`src/rtl/futaba_scan_ctl.sv`:
```
// Grid-scan scheduler for the Futaba VFD driver: double-buffered frame store, tear-free commits at frame wrap.
// Latency: Data is registered and updated one cycle after each DemandY pulse; FrameTick follows the wrap by one cycle.
// Backpressure: none; every DemandY advances exactly one grid, and back-to-back demands advance one grid per cycle.
module futaba_scan_ctl #(
  parameter int          GRIDS      = 20,
  parameter int          SEGW       = 76,
  parameter logic [6:0]  BRIGHT_RST = 7'd48
) (
  input  logic              C,
  input  logic              R,
  input  logic              DemandY,
  output logic [SEGW+4:0]   Data,
  output logic [6:0]        BK,
  input  logic              WrE,
  input  logic [4:0]        WrAddr,
  input  logic [SEGW-1:0]   WrData,
  input  logic              SwapReq,
  output logic              SwapPend,
  input  logic [6:0]        Bright,
  input  logic              Enable,
  output logic              FrameTick
);

  // Last grid index of a frame, and the grid count widened so that
  // out-of-range host addresses (up to 31) compare without truncation.
  localparam logic [4:0] LAST_GRID = 5'(GRIDS - 1);
  localparam logic [5:0] GRID_CNT  = 6'(GRIDS);
  localparam logic [6:0] BK_MAX    = 7'd95;

  // Swap handshake: a request waits in SW_PEND until the next wrap.
  typedef enum logic {
    SW_IDLE = 1'b0,
    SW_PEND = 1'b1
  } swap_state_t;

  // Frame store: two banks, one word per grid. Not reset.
  logic [SEGW-1:0] r_mem [2][GRIDS];

  logic            r_bank;
  logic            r_valid;
  logic [4:0]      r_grid;
  logic [6:0]      r_bk;
  logic            r_tick;
  logic [SEGW+4:0] r_data;
  swap_state_t     r_swap_st;

  logic            w_adv;
  logic            w_wrap;
  logic            w_commit;
  logic [4:0]      w_grid_nxt;
  logic            w_bank_nxt;
  logic            w_valid_nxt;
  logic [SEGW-1:0] w_seg;
  logic [6:0]      w_bk_clip;
  logic            w_wr_ok;
  swap_state_t     w_swap_nxt;

  // A demand is only honoured outside reset; the wrap is a demand at the last grid.
  assign w_adv      = DemandY && !R;
  assign w_wrap     = w_adv && (r_grid == LAST_GRID);
  assign w_grid_nxt = (r_grid == LAST_GRID) ? 5'd0 : (r_grid + 5'd1);

  // Bank select and valid as they will be after this cycle, so the grid-0
  // word of a committing wrap is fetched from the newly visible bank.
  assign w_bank_nxt  = w_commit ? ~r_bank : r_bank;
  assign w_valid_nxt = w_commit ? 1'b1 : r_valid;

  // Brightness is clipped to the driver's usable compare range.
  assign w_bk_clip = (Bright > BK_MAX) ? BK_MAX : Bright;

  // Host writes beyond the scanned grids are dropped rather than aliased.
  assign w_wr_ok = WrE && ({1'b0, WrAddr} < GRID_CNT);

  // Swap FSM next-state: commit at the wrap if a request is pending or arrives with it.
  always_comb begin
    w_swap_nxt = r_swap_st;
    w_commit   = 1'b0;
    case (r_swap_st)
      SW_IDLE: begin
        if (w_wrap && SwapReq) begin
          w_commit = 1'b1;
        end else if (SwapReq) begin
          w_swap_nxt = SW_PEND;
        end
      end
      SW_PEND: begin
        if (w_wrap) begin
          w_commit   = 1'b1;
          w_swap_nxt = SW_IDLE;
        end
      end
      default: begin
        w_swap_nxt = SW_IDLE;
      end
    endcase
  end

  // Swap FSM state register; reset discards any pending swap.
  always_ff @(posedge C) begin
    if (R) begin
      r_swap_st <= SW_IDLE;
    end else begin
      r_swap_st <= w_swap_nxt;
    end
  end

  // Segment word for the grid about to be presented; blank until a bank has been committed or while disabled.
  always_comb begin
    w_seg = '0;
    if (w_valid_nxt && Enable) begin
      w_seg = r_mem[w_bank_nxt][w_grid_nxt];
    end
  end

  // Host writes always land in the bank that is inactive before this cycle's commit.
  always_ff @(posedge C) begin
    if (w_wr_ok) begin
      r_mem[~r_bank][WrAddr] <= WrData;
    end
  end

  // Scan position, bank select, valid flag and frame tick.
  always_ff @(posedge C) begin
    if (R) begin
      r_grid  <= 5'd0;
      r_bank  <= 1'b0;
      r_valid <= 1'b0;
      r_tick  <= 1'b0;
    end else begin
      r_tick <= w_wrap;
      if (w_adv) begin
        r_grid <= w_grid_nxt;
      end
      r_bank  <= w_bank_nxt;
      r_valid <= w_valid_nxt;
    end
  end

  // Brightness only moves at a frame boundary so a frame is never split across two levels.
  always_ff @(posedge C) begin
    if (R) begin
      r_bk <= BRIGHT_RST;
    end else if (w_wrap) begin
      r_bk <= w_bk_clip;
    end
  end

  // Output word register; holds between demands.
  always_ff @(posedge C) begin
    if (R) begin
      r_data <= '0;
    end else if (w_adv) begin
      r_data <= {w_grid_nxt, w_seg};
    end
  end

  assign Data      = r_data;
  assign BK        = r_bk;
  assign SwapPend  = (r_swap_st == SW_PEND);
  assign FrameTick = r_tick;

endmodule
```
`config.mk`:
```
export PLATFORM = sky130hd
export DESIGN_NAME = futaba_scan_ctl
export DESIGN_NICKNAME = d
export VERILOG_FILES = /design/src/rtl/futaba_scan_ctl.sv
export SDC_FILE = /design/constraint.sdc
export NUM_CORES = 2
export LEC_CHECK = 0
export CORE_ASPECT_RATIO = 0.75
export CORE_MARGIN = 2
export CORE_UTILIZATION = 35
export DETAILED_ROUTE_END_ITERATION = 12
export GPL_TIMING_DRIVEN = 0
export PLACE_DENSITY_LB_ADDON = 0.15
export SLEW_MARGIN = 20
export SYNTH_ARGS = -nofsm -noshare
export SYNTH_HDL_FRONTEND = slang
export SYNTH_SLANG_ARGS = --single-unit
```
`constraint.sdc`:
```
create_clock -name C -period 6.23 [get_ports C]
set_input_delay 0.623 -clock C [delete_from_list [all_inputs] [get_ports C]]
set_output_delay 0.623 -clock C [all_outputs]
set_load 0.01 [all_outputs]
```
# Word-level counts from Yosys, hierarchy flattened
# Memories as Yosys holds them, arrays and structs flattened.
# Index checks and enable logic that the tools add are counted.
op_classes:
  n_lt_le_gt_ge: 5
  n_addsub: 1
  muxes: 19
  n_bitwise: 4
  n_eq_ne: 1
  reduce_logical: 7
op_table:
  columns: ["operator", "n"]
  rows:
  - ["$mux 1520", 1]
  - ["$bmux 76 s5", 1]
  - ["$demux 76 s5", 1]
  - ["$mux 76", 4]
  - ["$ge 6x6->1 const B", 2]
  - ["$not 5->6", 2]
  - ["$mux 1", 8]
  - ["$gt 7x7->1 const B", 1]
  - ["$mux 7", 1]
  - ["$logic_and 1x1->1", 6]
  - ["$lt 6x1->1 const B", 1]
  - ["$add 5x1->5 const B", 1]
  - ["$eq 5x5->1 const B", 1]
  - ["$lt 5x5->1 const B", 1]
  - ["$mux 5", 1]
  - ["$pmux 1 s2", 2]
  - ["$not 1->1", 2]
  - ["$logic_not 1->1", 1]
totals:
  ram_bits: 3040
  n_memories: 1
  inputBits: 94
  register_bits: 97
  output_inout_bits: 90
  wordCells: 45
mem_list:
  columns: ["memory", "depth", "word_bits", "read_ports", "rd_clocked_by_memory_dff", "write_ports", "line", "text"]
  rows:
  - ["r_mem", 2, 1520, 1, 0, 1, "37", "logic [SEGW-1:0] r_mem [2][GRIDS];"]

# Depth between registers and ports, before layout
# An unclocked memory read counts as a cell.
depth:
  depth_word: 12
  ltp_mapped: 14
  mapped_depth_nobuf: 9

# Worst setup path after synthesis
# No wires, ideal clock.
synth_timing:
  path_kind: "register -> register"
  start: "register r_bank"
  end: "memory r_mem[0][100] (netlist name) (enable)"
  arrival_time_ps: 4731
  period_less_slack_ps: 5242
  setup_slack_ps: 988
  required_time_ps: 5719
  path_stages_with_launch: 7
  cell_sequence: "dfxtp_1 -> clkbuf_1 -> buf_1 -> nand3_1 -> inv_1 -> nand3b_1 -> nor2_1"
synth_via:
  elab_chain_cells: 1
synth_lines:
  columns: ["item", "line", "text"]
  rows:
  - ["from (decl)", "39", "logic r_bank;"]
  - ["from (signal assigned)", "134", "r_bank <= w_bank_nxt;"]
  - ["$not 1->1", "118", "r_mem[~r_bank][WrAddr] <= WrData;"]
  - ["to (decl)", "37", null]
# No other way between the ends.

# Final worst setup path
layout_timing:
  start: "register r_grid[1]"
  end: "register r_data[18], in the netlist Data[18]"
layout_via:
  elab_chain_cells: 11
  elab_cells_between_ends: 17
  classes_between: "add/sub: 1; eq/ne: 1; mux: 10; bitwise: 1; reduce/logical: 3; memory: 1"
layout_lines:
  columns: ["item", "line", "text"]
  rows:
  - ["from (decl)", "41", "logic [4:0] r_grid;"]
  - ["from (signal assigned)", "132", "r_grid <= w_grid_nxt;"]
  - ["$eq 5x5->1", "60, 61", null]
  - ["$logic_and 1x1->1", "60", "assign w_wrap = w_adv && (r_grid == LAST_GRID);"]
  - ["$logic_and 1x1->1", "80", "if (w_wrap && SwapReq) begin"]
  - ["$mux 1", "80", null]
  - ["$pmux 1 s2", "78", "case (r_swap_st)"]
  - ["$mux 1", "65", "assign w_bank_nxt = w_commit ? ~r_bank : r_bank;"]
  - ["$mem_v2 2x1520", null, null]
  - ["$bmux 76 s5", "111", "w_seg = r_mem[w_bank_nxt][w_grid_nxt];"]
  - ["$mux 76 (implied by the code) (2 in a row)", "111", null]
  - ["$mux 76 *", "110", "if (w_valid_nxt && Enable) begin"]
  - ["to (signal assigned)", "153", "r_data <= {w_grid_nxt, w_seg};"]
  - ["to (decl)", "44", "logic [SEGW+4:0] r_data;"]
# Mark *: on every way between the ends. The rest lies on a longest branch, timed or not. The select of a mux whose other input is x is not followed.
# A chain may end at the register's enable or synchronous reset.

==> metrics.cfg <==
[clocking]
cts_tree = built
clock_path_buffers = 4
numCtsBuffers = 316
htreeDepth = 5
clk_pin_slew_worst_paths_ns = 0.07
cts_root_buffer = clkbuf_16
cts.sinks = 3132
insertion_delay_ns = 0.91

[global_route]
gr-usage-all-layers = 0.249
grt_pass1_vias = 68049
antenna_found_initial = 57
overflow = 0
grt_first_pass_wirelength_um = 591000
grt_max_degree = 41

[timing]
max_freq_mhz = 163
hold_viol_final = 0
slew_violations = 0
setup_slack_ns = 0.0888
slew_headroom = 0.128
setup_viol = 0
finalCriticalPeriod_ns = 6.14
tns_ns = 0
tightest_slew_ns = 1.31
final.period_utilization = 0.986
rsz0062_at_grt = no
clock_skew_ns = 0.0426

[critical_path]
worstReg2RegStart = r_grid[1]
cpPeakStageDelay_ns = 0.86
crit_arrival_ns = 6.99
path_max_fanout = 10
rr_worst_depth = 11
critical_path_buf_inv_count = 5
required_ns = 7.08
r2r_end = Data[18]
crit_chain = ha_1 -> nand4bb_1 -> buf_2 -> nand2_1 -> clkbuf_1 -> clkbuf_1 -> clkbuf_1 -> clkbuf_2 -> nand2_1 -> a21oi_1 -> o31a_1
r2r_slack_ns = 0.09
setup.worst_path.end_class = flop
cpMaxStageDelayCell = nand2_1
startpoint_type = flop
crit_top_cell = clkbuf_1
worstSetupPathType = flop to flop
crit_family = buffers and inverters
cp.depth = 11

[logic_synthesis]
async_flop_share = 0
yosys.area.top_type = edfxtp_1
synth_cells = 6837
synthFlopType = edfxtp_1
ys_warn_count = 0
seq_area_frac_synth = 0.778
synth_area_per_cell_sq_um = 17.5
synth_compound_area_frac = 0.0801
synth_nets = 6932
synth_top_family_by_area = multiplexers
synth_top_cell_area_share = 0.763
synth.distinct_cells = 64
synthesis.area_sq_um = 120000
synthAdderAreaFrac = 0.000105
ys_top_cells_by_area = edfxtp_1 (76%), mux4_2 (3.7%), mux2i_1 (2.7%), nand2_1 (1.9%), a221oi_1 (1.6%)
ys_ff_latch = 3132
synth_edf_count = 3040
synth-xor-area-share = 0.000220
synthMuxAreaShare = 0.0803
synth-simple-area-share = 0.0415

[floorplan]
coreArea_sq_um = 340000
initial_utilization = 0.352
die_w_um = 679
num_io_pins = 184
die_area_sq_um = 347000
std_cell_rows = 185
dieHeight_um = 510

[detailed_routing]
drt_first_pass_iters = 7
wire_per_inst_um = 35.8
drc = 0
vias = 71630
finalWirelength_um = 441000
detailedRoute.firstIterationViolations = 10528
antenna_left = 0
viasPerCell = 5.80

[layout]
multi_input_area_sq_um = 24600
area_delta_synth_final_pct = 19.3
final_common_cell = edfxtp_1
final_cell_mix = edfxtp_1 (3040), nand2_1 (593), a21oi_1 (382)
seq_area_sq_um = 93100
finalNetCount = 7688
n_fill_cell = 30029
postLayoutCoreUtil = 0.420
drive_gt1_frac = 0.179

[placed_design]
place.gp.congestion = 0.841
io_buffers = 182
dp_hpwl_um = 313000
dp_worst_setup_slack_ns = 0.0172

[min_path]
hold_depth = 1
hold_class = primary input to flop
holdPathEnd = r_mem[1][164]
hp-start = WrData[12]

[pwr]
pwr-share-seq = 0.519
clockPowerShare = 0.421
vdd_drop_max_mv = 0.244
p_sw_frac = 0.228
p_leak_nw = 45.3
intPower_w = 0.0345
p_total_w = 0.0447
p_sw_w = 0.0102
combPwrFrac = 0.060
power_density_nw_per_um2 = 313

[outcome]
status = complete, no violations

[flow_run]
maxCapViolations = 0

[area by class of cell]
class | count | share of cell area
Antenna cell | 16 | 0.000280
Timing Repair Buffer | 438 | 0.0492
Buffer | 432 | 0.0152
Inverter | 69 | 0.00181
Multi-Input combinational cell | 3204 | 0.172
Clock buffer | 432 | 0.0613
Tap cell | 4488 | 0.0393
Sequential cell | 3132 | 0.652
Clock inverter | 134 | 0.00813
[cell usage after synthesis (41+ instances only)]
| cell | number |
|---|---|
| dfxtp_1 | 92 |
| a211oi_1 | 79 |
| inv_1 | 68 |
| mux2i_1 | 327 |
| o21ai_0 | 251 |
| nor2_1 | 117 |
| a221o_1 | 75 |
| and3_1 | 59 |
| nand2_1 | 594 |
| o22ai_1 | 48 |
| o31ai_1 | 41 |
| buf_2 | 87 |
| mux4_2 | 196 |
| nand4_1 | 88 |
| edfxtp_1 | 3040 |
| a221oi_1 | 222 |
| buf_4 | 57 |
| mux2_2 | 171 |
| a31oi_1 | 92 |
| clkbuf_1 | 233 |
| a21oi_1 | 382 |
| nor4_1 | 57 |
| nor2b_1 | 51 |
[sequential cells by signal, summed over array words and instances (netlist names)]
| register | count |
|---|---|
| r_bank | 1 |
| r_mem | 3040 |
| r_valid | 1 |
| Data | 76 |
| BK | 7 |
| SwapPend | 1 |
| r_grid | 5 |
| FrameTick | 1 |
[timing repair]
action	in CTS	in global routing
resized for setup	1	0
hold buffers	1	0
setup buffers	0	0
setup endpoints to repair	1	0
endpoints found under the hold margin	3	0
[power groups by stage]
| stage | logic [W] | clock network, W | registers (W) |
|---|---|---|---|
| after floorplan | 0.00108 | 0 | 0.0237 |
| after global placement | 0.00252 | 0 | 0.0237 |
| after detailed placement | 0.00265 | 0 | 0.0237 |
| after CTS | 0.00266 | 0.0191 | 0.0232 |
| after global routing | 0.00279 | 0.0199 | 0.0232 |
| final | 0.00269 | 0.0188 | 0.0232 |
[how the worst max path moves through the flow]
stage,slack [ns],from,to
final,0.09,r_grid[1],Data[18]
after global routing,0.14,r_grid[1],Data[11]
after detailed placement,0.02,r_grid[1],Data[5]
after CTS,0.33,r_grid[1],Data[5]
after floorplan,0.99,r_bank,r_mem[0][100]
after global placement,-6.14,r_bank,r_mem[0][705]
[layer usage]
metal / vias up / part of all wire / track usage
met5: - / 0.00018 / 0
met4: 12 / 0.034 / 0.0784
met3: 625 / 0.093 / 0.0472
met2: 3814 / 0.44 / 0.377
met1: 37942 / 0.43 / 0.362
li1: 29237 / - / -
[cells by family (layout without fill, tap and decap cells)]
logic type | Yosys count | count (layout)
other | 0 | 16
buffers and inverters | 501 | 1505
muxes | 694 | 694
AOI/OAI and AO/OA | 1423 | 1423
adders and majority gates | 1 | 1
xor gates and xnor gates | 3 | 3
DFF | 3132 | 3132
and+or+nand+nor | 1083 | 1083
[metrics by stage]
stage	instance area (sq um)	instances	hold WS, ns
final	143000	12345	0.0905
after global routing	143000	12333	0.0714
after CTS	143000	12328	0.0416
after detailed placement	133000	11761	0.462
after global placement	127000	11507	0.464
after floorplan	120000	6837	0.459
Power figures use the tool's default switching activity.
